**src/rtl/dec_to_bin_if.sv**
```systemverilog
// ============================================================================
// Module : dec_to_bin_if
// Brief  : Request/result bundle for the BCD-to-binary converter.
//          master : requester (drives start, bcd_digits; observes results)
//          slave  : converter (samples start, bcd_digits; drives results)
// Ports  : start       - level request
//          bcd_digits  - DIGITS x 4-bit BCD digits, index 0 = least significant
//          bin_data    - binary result, WIDTH bits
//          done/busy   - status decoded from the converter state
//          invalid     - captured input contained a digit > 9
// Rev    : 1.0 - initial release
// ============================================================================
`default_nettype none

interface dec_to_bin_if #(
  parameter int DIGITS = 4,
  parameter int WIDTH  = 14
);
  logic             start;
  logic [3:0]       bcd_digits [DIGITS];
  logic [WIDTH-1:0] bin_data;
  logic             done;
  logic             busy;
  logic             invalid;

  modport master (
    output start, bcd_digits,
    input  bin_data, done, busy, invalid
  );

  modport slave (
    input  start, bcd_digits,
    output bin_data, done, busy, invalid
  );
endinterface

`default_nettype wire

```
**src/rtl/dec_to_bin.sv**
```systemverilog
// ============================================================================
// Module : dec_to_bin
// Brief  : Sequential BCD-to-binary converter (reverse double-dabble).
//          One right shift of {bcd_sr, bin_sr} per cycle, then every BCD
//          digit >= 8 is reduced by 3. Result after 4*DIGITS iterations.
// Ports  : clk_i    - clock, rising edge
//          reset_ni - asynchronous active-low reset
//          bus      - dec_to_bin_if.slave (start, bcd_digits, bin_data,
//                     done, busy, invalid)
// Rev    : 1.0 - initial release
// ============================================================================
`default_nettype none

module dec_to_bin #(
  parameter int DIGITS = 4,
  parameter int WIDTH  = 14
) (
  input  wire         clk_i,
  input  wire         reset_ni,
  dec_to_bin_if.slave bus
);

  localparam int NBITS = 4 * DIGITS;
  localparam int CNT_W = (NBITS > 1) ? $clog2(NBITS) : 1;

  localparam logic [CNT_W-1:0] CNT_LAST = CNT_W'(NBITS - 1);

  localparam logic [1:0] S_IDLE    = 2'd0;
  localparam logic [1:0] S_RUNNING = 2'd1;
  localparam logic [1:0] S_DONE    = 2'd2;

  logic [1:0]       state_q, state_d;
  logic [NBITS-1:0] bcd_sr_q, bcd_sr_d;
  logic [NBITS-1:0] bin_sr_q, bin_sr_d;
  logic [CNT_W-1:0] cnt_q, cnt_d;
  logic             inv_pend_q, inv_pend_d;
  logic [WIDTH-1:0] bin_data_q, bin_data_d;
  logic             invalid_q, invalid_d;

  logic [2*NBITS-1:0] w_shift;
  logic [NBITS-1:0]   w_bcd_adj;
  logic               w_any_invalid;
  logic               w_busy, w_done;

  // Shift the concatenated pair right; the bcd LSB falls into the bin MSB.
  assign w_shift = {1'b0, bcd_sr_q, bin_sr_q[NBITS-1:1]};

  // Digit correction applies to the BCD half only.
  generate
    for (genvar i = 0; i < DIGITS; i++) begin : g_digit
      logic [3:0] w_dig;
      assign w_dig = w_shift[NBITS + 4*i +: 4];
      assign w_bcd_adj[4*i +: 4] = (w_dig >= 4'd8) ? (w_dig - 4'd3) : w_dig;
    end
  endgenerate

  always_comb begin
    w_any_invalid = 1'b0;
    for (int i = 0; i < DIGITS; i++) begin
      if (bus.bcd_digits[i] > 4'd9) w_any_invalid = 1'b1;
    end
  end

  // ---------------- FSM: state register ----------------
  always_ff @(posedge clk_i or negedge reset_ni) begin
    if (!reset_ni) state_q <= S_IDLE;
    else           state_q <= state_d;
  end

  // ---------------- FSM: next state ----------------
  always_comb begin
    state_d = S_IDLE;
    case (state_q)
      S_IDLE:    state_d = bus.start ? S_RUNNING : S_IDLE;
      S_RUNNING: state_d = (cnt_q == CNT_LAST) ? S_DONE : S_RUNNING;
      S_DONE:    state_d = bus.start ? S_DONE : S_IDLE;
      default:   state_d = S_IDLE;
    endcase
  end

  // ---------------- FSM: outputs (state decode only) ----------------
  always_comb begin
    w_busy = 1'b0;
    w_done = 1'b0;
    case (state_q)
      S_RUNNING: w_busy = 1'b1;
      S_DONE:    w_done = 1'b1;
      default: ;
    endcase
  end

  // ---------------- Datapath next state ----------------
  always_comb begin
    bcd_sr_d   = bcd_sr_q;
    bin_sr_d   = bin_sr_q;
    cnt_d      = cnt_q;
    inv_pend_d = inv_pend_q;
    bin_data_d = bin_data_q;
    invalid_d  = invalid_q;
    case (state_q)
      S_IDLE: begin
        if (bus.start) begin
          for (int i = 0; i < DIGITS; i++) bcd_sr_d[4*i +: 4] = bus.bcd_digits[i];
          bin_sr_d   = '0;
          cnt_d      = '0;
          inv_pend_d = w_any_invalid;
        end
      end
      S_RUNNING: begin
        bcd_sr_d = w_bcd_adj;
        bin_sr_d = w_shift[NBITS-1:0];
        cnt_d    = cnt_q + 1'b1;
        if (cnt_q == CNT_LAST) begin
          // Upper NBITS-WIDTH bits are zero for legal input.
          bin_data_d = inv_pend_q ? '0 : w_shift[WIDTH-1:0];
          invalid_d  = inv_pend_q;
        end
      end
      default: ;
    endcase
  end

  always_ff @(posedge clk_i or negedge reset_ni) begin
    if (!reset_ni) begin
      bcd_sr_q   <= '0;
      bin_sr_q   <= '0;
      cnt_q      <= '0;
      inv_pend_q <= 1'b0;
      bin_data_q <= '0;
      invalid_q  <= 1'b0;
    end else begin
      bcd_sr_q   <= bcd_sr_d;
      bin_sr_q   <= bin_sr_d;
      cnt_q      <= cnt_d;
      inv_pend_q <= inv_pend_d;
      bin_data_q <= bin_data_d;
      invalid_q  <= invalid_d;
    end
  end

  assign bus.bin_data = bin_data_q;
  assign bus.invalid  = invalid_q;
  assign bus.busy     = w_busy;
  assign bus.done     = w_done;

endmodule

`default_nettype wire

```
**src/flat_wrapper.sv**
```systemverilog
// flat-port wrapper written by rule: the top's interface ports become plain ports
module dec_to_bin_flat 
#(
  parameter int DIGITS = 4,
  parameter int WIDTH  = 14
)
  (clk_i, reset_ni, bus_start, bus_bcd_digits, bus_bin_data, bus_done, bus_busy, bus_invalid);
  dec_to_bin_if #(.DIGITS(DIGITS), .WIDTH(WIDTH)) bus_i ();
  input  wire clk_i;
  input  wire reset_ni;
  input wire logic [$bits(bus_i.start)-1:0] bus_start;
  input wire logic [$bits(bus_i.bcd_digits)-1:0] bus_bcd_digits;
  output wire logic [$bits(bus_i.bin_data)-1:0] bus_bin_data;
  output wire logic [$bits(bus_i.done)-1:0] bus_done;
  output wire logic [$bits(bus_i.busy)-1:0] bus_busy;
  output wire logic [$bits(bus_i.invalid)-1:0] bus_invalid;
  assign bus_i.start = bus_start;
  assign bus_i.bcd_digits = {>>{bus_bcd_digits}};
  assign bus_bin_data = bus_i.bin_data;
  assign bus_done = bus_i.done;
  assign bus_busy = bus_i.busy;
  assign bus_invalid = bus_i.invalid;
  dec_to_bin #(.DIGITS(DIGITS), .WIDTH(WIDTH)) u_core (.clk_i(clk_i), .reset_ni(reset_ni), .bus(bus_i));
endmodule
```
**config.mk**
```make
export PLATFORM = sky130hd
export DESIGN_NAME = dec_to_bin_flat
export DESIGN_NICKNAME = d
export VERILOG_FILES = /design/src/rtl/dec_to_bin_if.sv /design/src/rtl/dec_to_bin.sv /design/src/flat_wrapper.sv
export SDC_FILE = /design/constraint.sdc
export NUM_CORES = 1
export LEC_CHECK = 0
export BUFFER_PORTS_ARGS = -buffer_cell sky130_fd_sc_hd__buf_2
export CORE_MARGIN = 3
export CORE_UTILIZATION = 55
export DETAILED_ROUTE_END_ITERATION = 6
export PLACE_DENSITY_LB_ADDON = 0.1
export SYNTH_ARGS = -nofsm -noshare
export SYNTH_HDL_FRONTEND = slang
export SYNTH_SLANG_ARGS = --single-unit
```
**constraint.sdc**
```tcl
create_clock -name clk_i -period 1.8 [get_ports clk_i]
set_clock_uncertainty 0.05 [all_clocks]
set_input_delay 0.36 -clock clk_i [delete_from_list [all_inputs] [get_ports clk_i]]
set_output_delay 0.36 -clock clk_i [all_outputs]
set_load 0.01 [all_outputs]
```
Word level (Yosys, flattened, before mapping) --
Cells that the tools add are included.
Word-level totals: register bits after elaboration 54, word-level logic and storage cells 50, output and inout bits 17, bits of input ports 19
Cells by class: reduce and logical (&&, ||, !) cells 5, order comparisons 8, add/sub/neg operators 5, mux-type cells 21, eq/ne operators 4
Operators by type and width (count):
- 16-bit one-hot mux with 2 select lines | 2
- 16-bit two-way mux | 2
- 4-bit two-way mux | 5
- 4-bit greater-than comparator, second input constant | 4
- 14-bit two-way mux | 1
- 4-bit >= comparator, second input constant | 3
- 4-bit by 2-bit subtractor with 4-bit output, second input constant | 3
- 4-bit one-hot mux with 2 select lines | 1
- 1-bit two-way mux | 7
- 2-bit one-hot mux with 3 select lines | 1
- 2-bit AND reduction | 3
- 4-bit by 1-bit adder with 4-bit output, second input constant | 1
- 4-bit == test, second input constant | 1
- 3-bit by 4-bit >= comparator with 1-bit output, second input constant | 1
- 2-bit two-way mux | 2
- 3-bit by 2-bit subtractor with 4-bit output, second input constant | 1
- 2-bit by 1-bit == test with 1-bit output, second input constant | 1
- 2-bit == test, second input constant | 1
- 2-bit zero test | 1
- 2-bit != test, second input constant | 1
- 2-bit nonzero test | 1

Logic depth before layout (Yosys ltp) --
depth after elaboration 5, gate-level depth with buffers 5, gate-level depth less buffers 5

Worst setup path after synthesis --
OpenSTA, ideal clock, no wires.
kind register to register, start register u_core.cnt_q[0], end register u_core.bin_data_q[13] (netlist: u_core.bus.bin_data[13]), arrival 1.357 ns, slack 0.268 ns, stages on the path, launching flop included 6, period minus slack after synthesis 1.532 ns, required time 1.625 ns, setup time 0.125 ns, path buffers 2, cells stage by stage dfrtp_1 > ha_1 > and4_1 > buf_6 > buf_6 > mux2_4
On the way: longest elaborated chain between the ends 2
RTL lines:
- start, declared | line dec_to_bin.sv:35 | logic [CNT_W-1:0] cnt_q, cnt_d;
- start signal, assigned | line dec_to_bin.sv:134 | cnt_q <= cnt_d;
- 4-bit == test | line dec_to_bin.sv:113 | if (cnt_q == CNT_LAST) begin
- 2-bit AND reduction (no source line)
- end signal, assigned | line dec_to_bin.sv:136 | bin_data_q <= bin_data_d;
- end, declared | line dec_to_bin.sv:37 | logic [WIDTH-1:0] bin_data_q, bin_data_d;
No other way between the ends. A chain may end at the register's enable or synchronous reset.

Final worst setup path --
start register u_core.state_q[1], end output bus_busy
On the way: longest elaborated chain between the ends 2
RTL lines:
- start, declared | line dec_to_bin.sv:32 | logic [1:0] state_q, state_d;
- start signal, assigned | line dec_to_bin.sv:67 | else state_q <= state_d;
- 2-bit by 1-bit == test with 1-bit output | line dec_to_bin.sv:85 | case (state_q)
- 1-bit two-way mux | line dec_to_bin.sv:85
- end, declared | line flat_wrapper.sv:15 | output wire logic [$bits(bus_i.busy)-1:0] bus_busy;
No other way between the ends.

==> qor.csv <==
stage;metric;value;unit
place;Post-DP HPWL;3.42;mm
worst_setup_path;Startpoint Class;flop;
outcome;status;completed;
place;Final GP Congestion;0.824;
layout;Layout Utilization;68.6;%
worst_setup_path;Setup crit start;u_core.state_q[1];
yosys;register area share after synthesis;52.9;%
pwr;Lkg Pwr;1.43;nW
worst_setup_path;R2R cell count;4;
sta;Final Hold Fails;0;
drt;Vias/cell;5.79;
sta;Slew Viols, Final;0;
layout;fin cells;300;
flow_run;Max Cap Violations;0;
global_routing;vias in the first global route;1814;
floorplan;Row Count;23;
clock_tree;number of buffers created by CTS;5;
yosys;post-synth net total;237;
sta;RSZ-0062 raised after global routing;no;
worst_setup_path;Worst path max stage delay;0.42;ns
worst_setup_path;R2R Setup Slk;0.25;ns
yosys;top-count cell post-synth;dfrtp_1;
floorplan;Top Ports;36;
clock_tree;CTS H-tree depth;2;
worst_setup_path;CP endpoint;bus_busy;
min_path;hold_sp;bus_bcd_digits[3];
place;Placed Instance Area;2780;µm²
clock_tree;worst skew pair latency;0.30;ns
clock_tree;Worst-path clk slew;0.09;ns
floorplan;Die H;73.5;µm
sta;final setup fails;0;
yosys;EDFF count, synth;0;
drt;via count;1736;
global_routing;pin count of the biggest net entering global routing;54;
floorplan;Initial Util;59.7;%
worst_setup_path;critical path class;flop to output port;
yosys;Post-Syn Instances;211;
worst_setup_path;nature of the critical path endpoint;output port;
worst_setup_path;Critical Path RT;1.39;ns
place;placed insts;291;
drt;DRC viols;0;
floorplan;Die ar.;5410;µm²
global_routing;global-route wire length before repair;8.45;mm
yosys;post-synthesis async set-or-reset flop share;100;%
global_routing;antenna violations before repair;0;
sta;measured slew at the worst slew-check pin;0.499;ns
sta;Setup TNS;0;ns
yosys;Mapped Avg Cell Area;11.9;µm²
place;IO buf count;35;
pwr;PwrDens;1580;nW/µm²
drt;total routed wirelength;4.91;mm
drt;routed wire length per instance;16.4;µm
clock_tree;Max clock buf depth;2;
yosys;synthesized flop and latch total;53;
floorplan;core area;4200;µm²
worst_setup_path;Crit Path Max Fanout;28;
drt;initial DRC count;75;
worst_setup_path;Worst Path Arrival;1.31;ns
sta;period utilisation layout;95.3;%
layout;P&R area growth vs syn;14.9;%
yosys;top cells by count, synth;dfrtp_1, nor2b_1, a22o_1;
sta;fmax;583;MHz
yosys;Yosys top cell by area;dfrtp_1;
yosys;top_reg_cell synth;dfrtp_1;
layout;post-route cell area;2880;µm²
global_routing;total congestion overflow;0;
layout;Ant. Diodes;0;
layout;# nets final;275;
clock_tree;CTS tree;built;
floorplan;Die Width;73.5;µm
yosys;top-area cell type share of the netlist area;52.9;%
sta;Worst slew margin;66.8;%
clock_tree;CTS root buf;clkbuf_8;
worst_setup_path;Slowest-stage cell, CP;dfrtp_1;
layout;layout cell share with drive strength beyond 1;28.8;%
worst_setup_path;crit path cell chain;nor2b_2 -> buf_8 -> buf_2;
clock_tree;Num Clock Sinks;53;
min_path;Worst Hold Class;input port to flop;
yosys;yosys warns;0;
yosys;largest cells by area after synthesis;dfrtp_1, a22o_1, mux2_4;
drt;Antenna Nets Post-Route;0;
global_routing;total track usage;20.2;%
worst_setup_path;worst r2r src;u_core.cnt_q[0];
pwr;Peak VDD IR;0.000954;V
worst_setup_path;r2r endpoint;u_core.bus.bin_data[1];
drt;TritonRoute pass-1 iters;4;
sta;crit path time final;1.72;ns
yosys;Syn Std Cell Area;2510;µm²
yosys;Yosys cell types;29;
[metal layers]
layer  up-vias  wire length, µm  GRT usage [%]
met5         -                0              0
met4         0               70           7.24
met3         8              189           4.24
met2        36             2380           31.8
met1       868             2280           27.8
li1        824                -              -
[stage by stage]
stage               worst slack, ns  total power [mW]  hold WS, ns
floorplan                     0.268              3.32       0.0144
global placement              0.315              3.75        0.319
detailed placement            0.251              3.89        0.325
CTS                          0.0496              4.57        0.235
global route                 0.0220              4.88        0.249
finish                       0.0848              4.54        0.239
[cell usage in the layout, fill, tap and decap left out, drive strengths merged, types with 4 or more instances in the layout]
master / instances
dfrtp: 53
a21oi: 6
nor2b: 19
ha: 7
mux2i: 6
nor2: 5
nand2: 13
clkbuf: 6
inv: 10
buf: 43
mux2: 20
a22o: 17
a22oi: 4
o21ai: 14
[how the worst min path moves through the flow]
stage / depth (start not counted) / slack, ns / end
6_report: 2 / 0.24 / u_core.bcd_sr_q[15]
5_1_grt: 2 / 0.25 / u_core.bcd_sr_q[15]
4_1_cts: 2 / 0.23 / u_core.bcd_sr_q[15]
3_5_place_dp: 2 / 0.33 / u_core.bcd_sr_q[12]
3_3_place_gp: 2 / 0.32 / u_core.bcd_sr_q[12]
2_1_floorplan: 0 / 0.01 / u_core.bcd_sr_q[0]
[state kept, by name, indices dropped and copies added, names as in the netlist]
| signal | cells |
|---|---|
| u_core.inv_pend_q | 1 |
| u_core.state_q | 2 |
| u_core.bcd_sr_q | 16 |
| u_core.bin_sr_q | 15 |
| u_core.bus.bin_data | 14 |
| u_core.cnt_q | 4 |
| u_core.bus.invalid | 1 |
[cell type report]
class	instances	area, µm²
Sequential cell	53	1330
Timing Repair Buffer	44	290
Clock inverter	2	13.8
Clock buffer	6	72.6
Multi-Input combinational cell	136	1080
Tap cell	50	62.6
Fill cell	332	1320
Inverter	9	33.8
[worst max-delay path, delay by kind of cell (launching register included)]
family,cells,cell delay [ns]
AND/OR/NAND/NOR,1,0.17
flip-flops,1,0.42
buffers and inverters,2,0.40
[cells by family after synthesis]
group                      after synthesis  share of synthesized area (%)
muxes                                   26                           12.7
buffers and inverters                   22                           4.19
DFF                                     53                           52.9
adders and majority gates                7                           3.49
AOI/OAI and AO/OA                       56                           16.1
xor gates and xnor gates                 6                           2.10
and+or+nand+nor                         41                           8.48
[timing repair]
item                                    4_1_cts  5_1_grt
resized for setup                             1        1
hold buffers                                  1        0
buffers inserted                              0        0
hold endpoints to repair                     45        0
endpoints found under the setup margin        1        1
[report_power, final]
| group | leakage, nW | switching [mW] | internal, mW | total [mW] |
|---|---|---|---|---|
| Sequential | 0.687 | 0.445 | 1.67 | 2.11 |
| Combinational | 0.701 | 0.792 | 0.969 | 1.76 |
| Clock | 0.0456 | 0.387 | 0.278 | 0.665 |
Power figures use the tool's default switching activity.
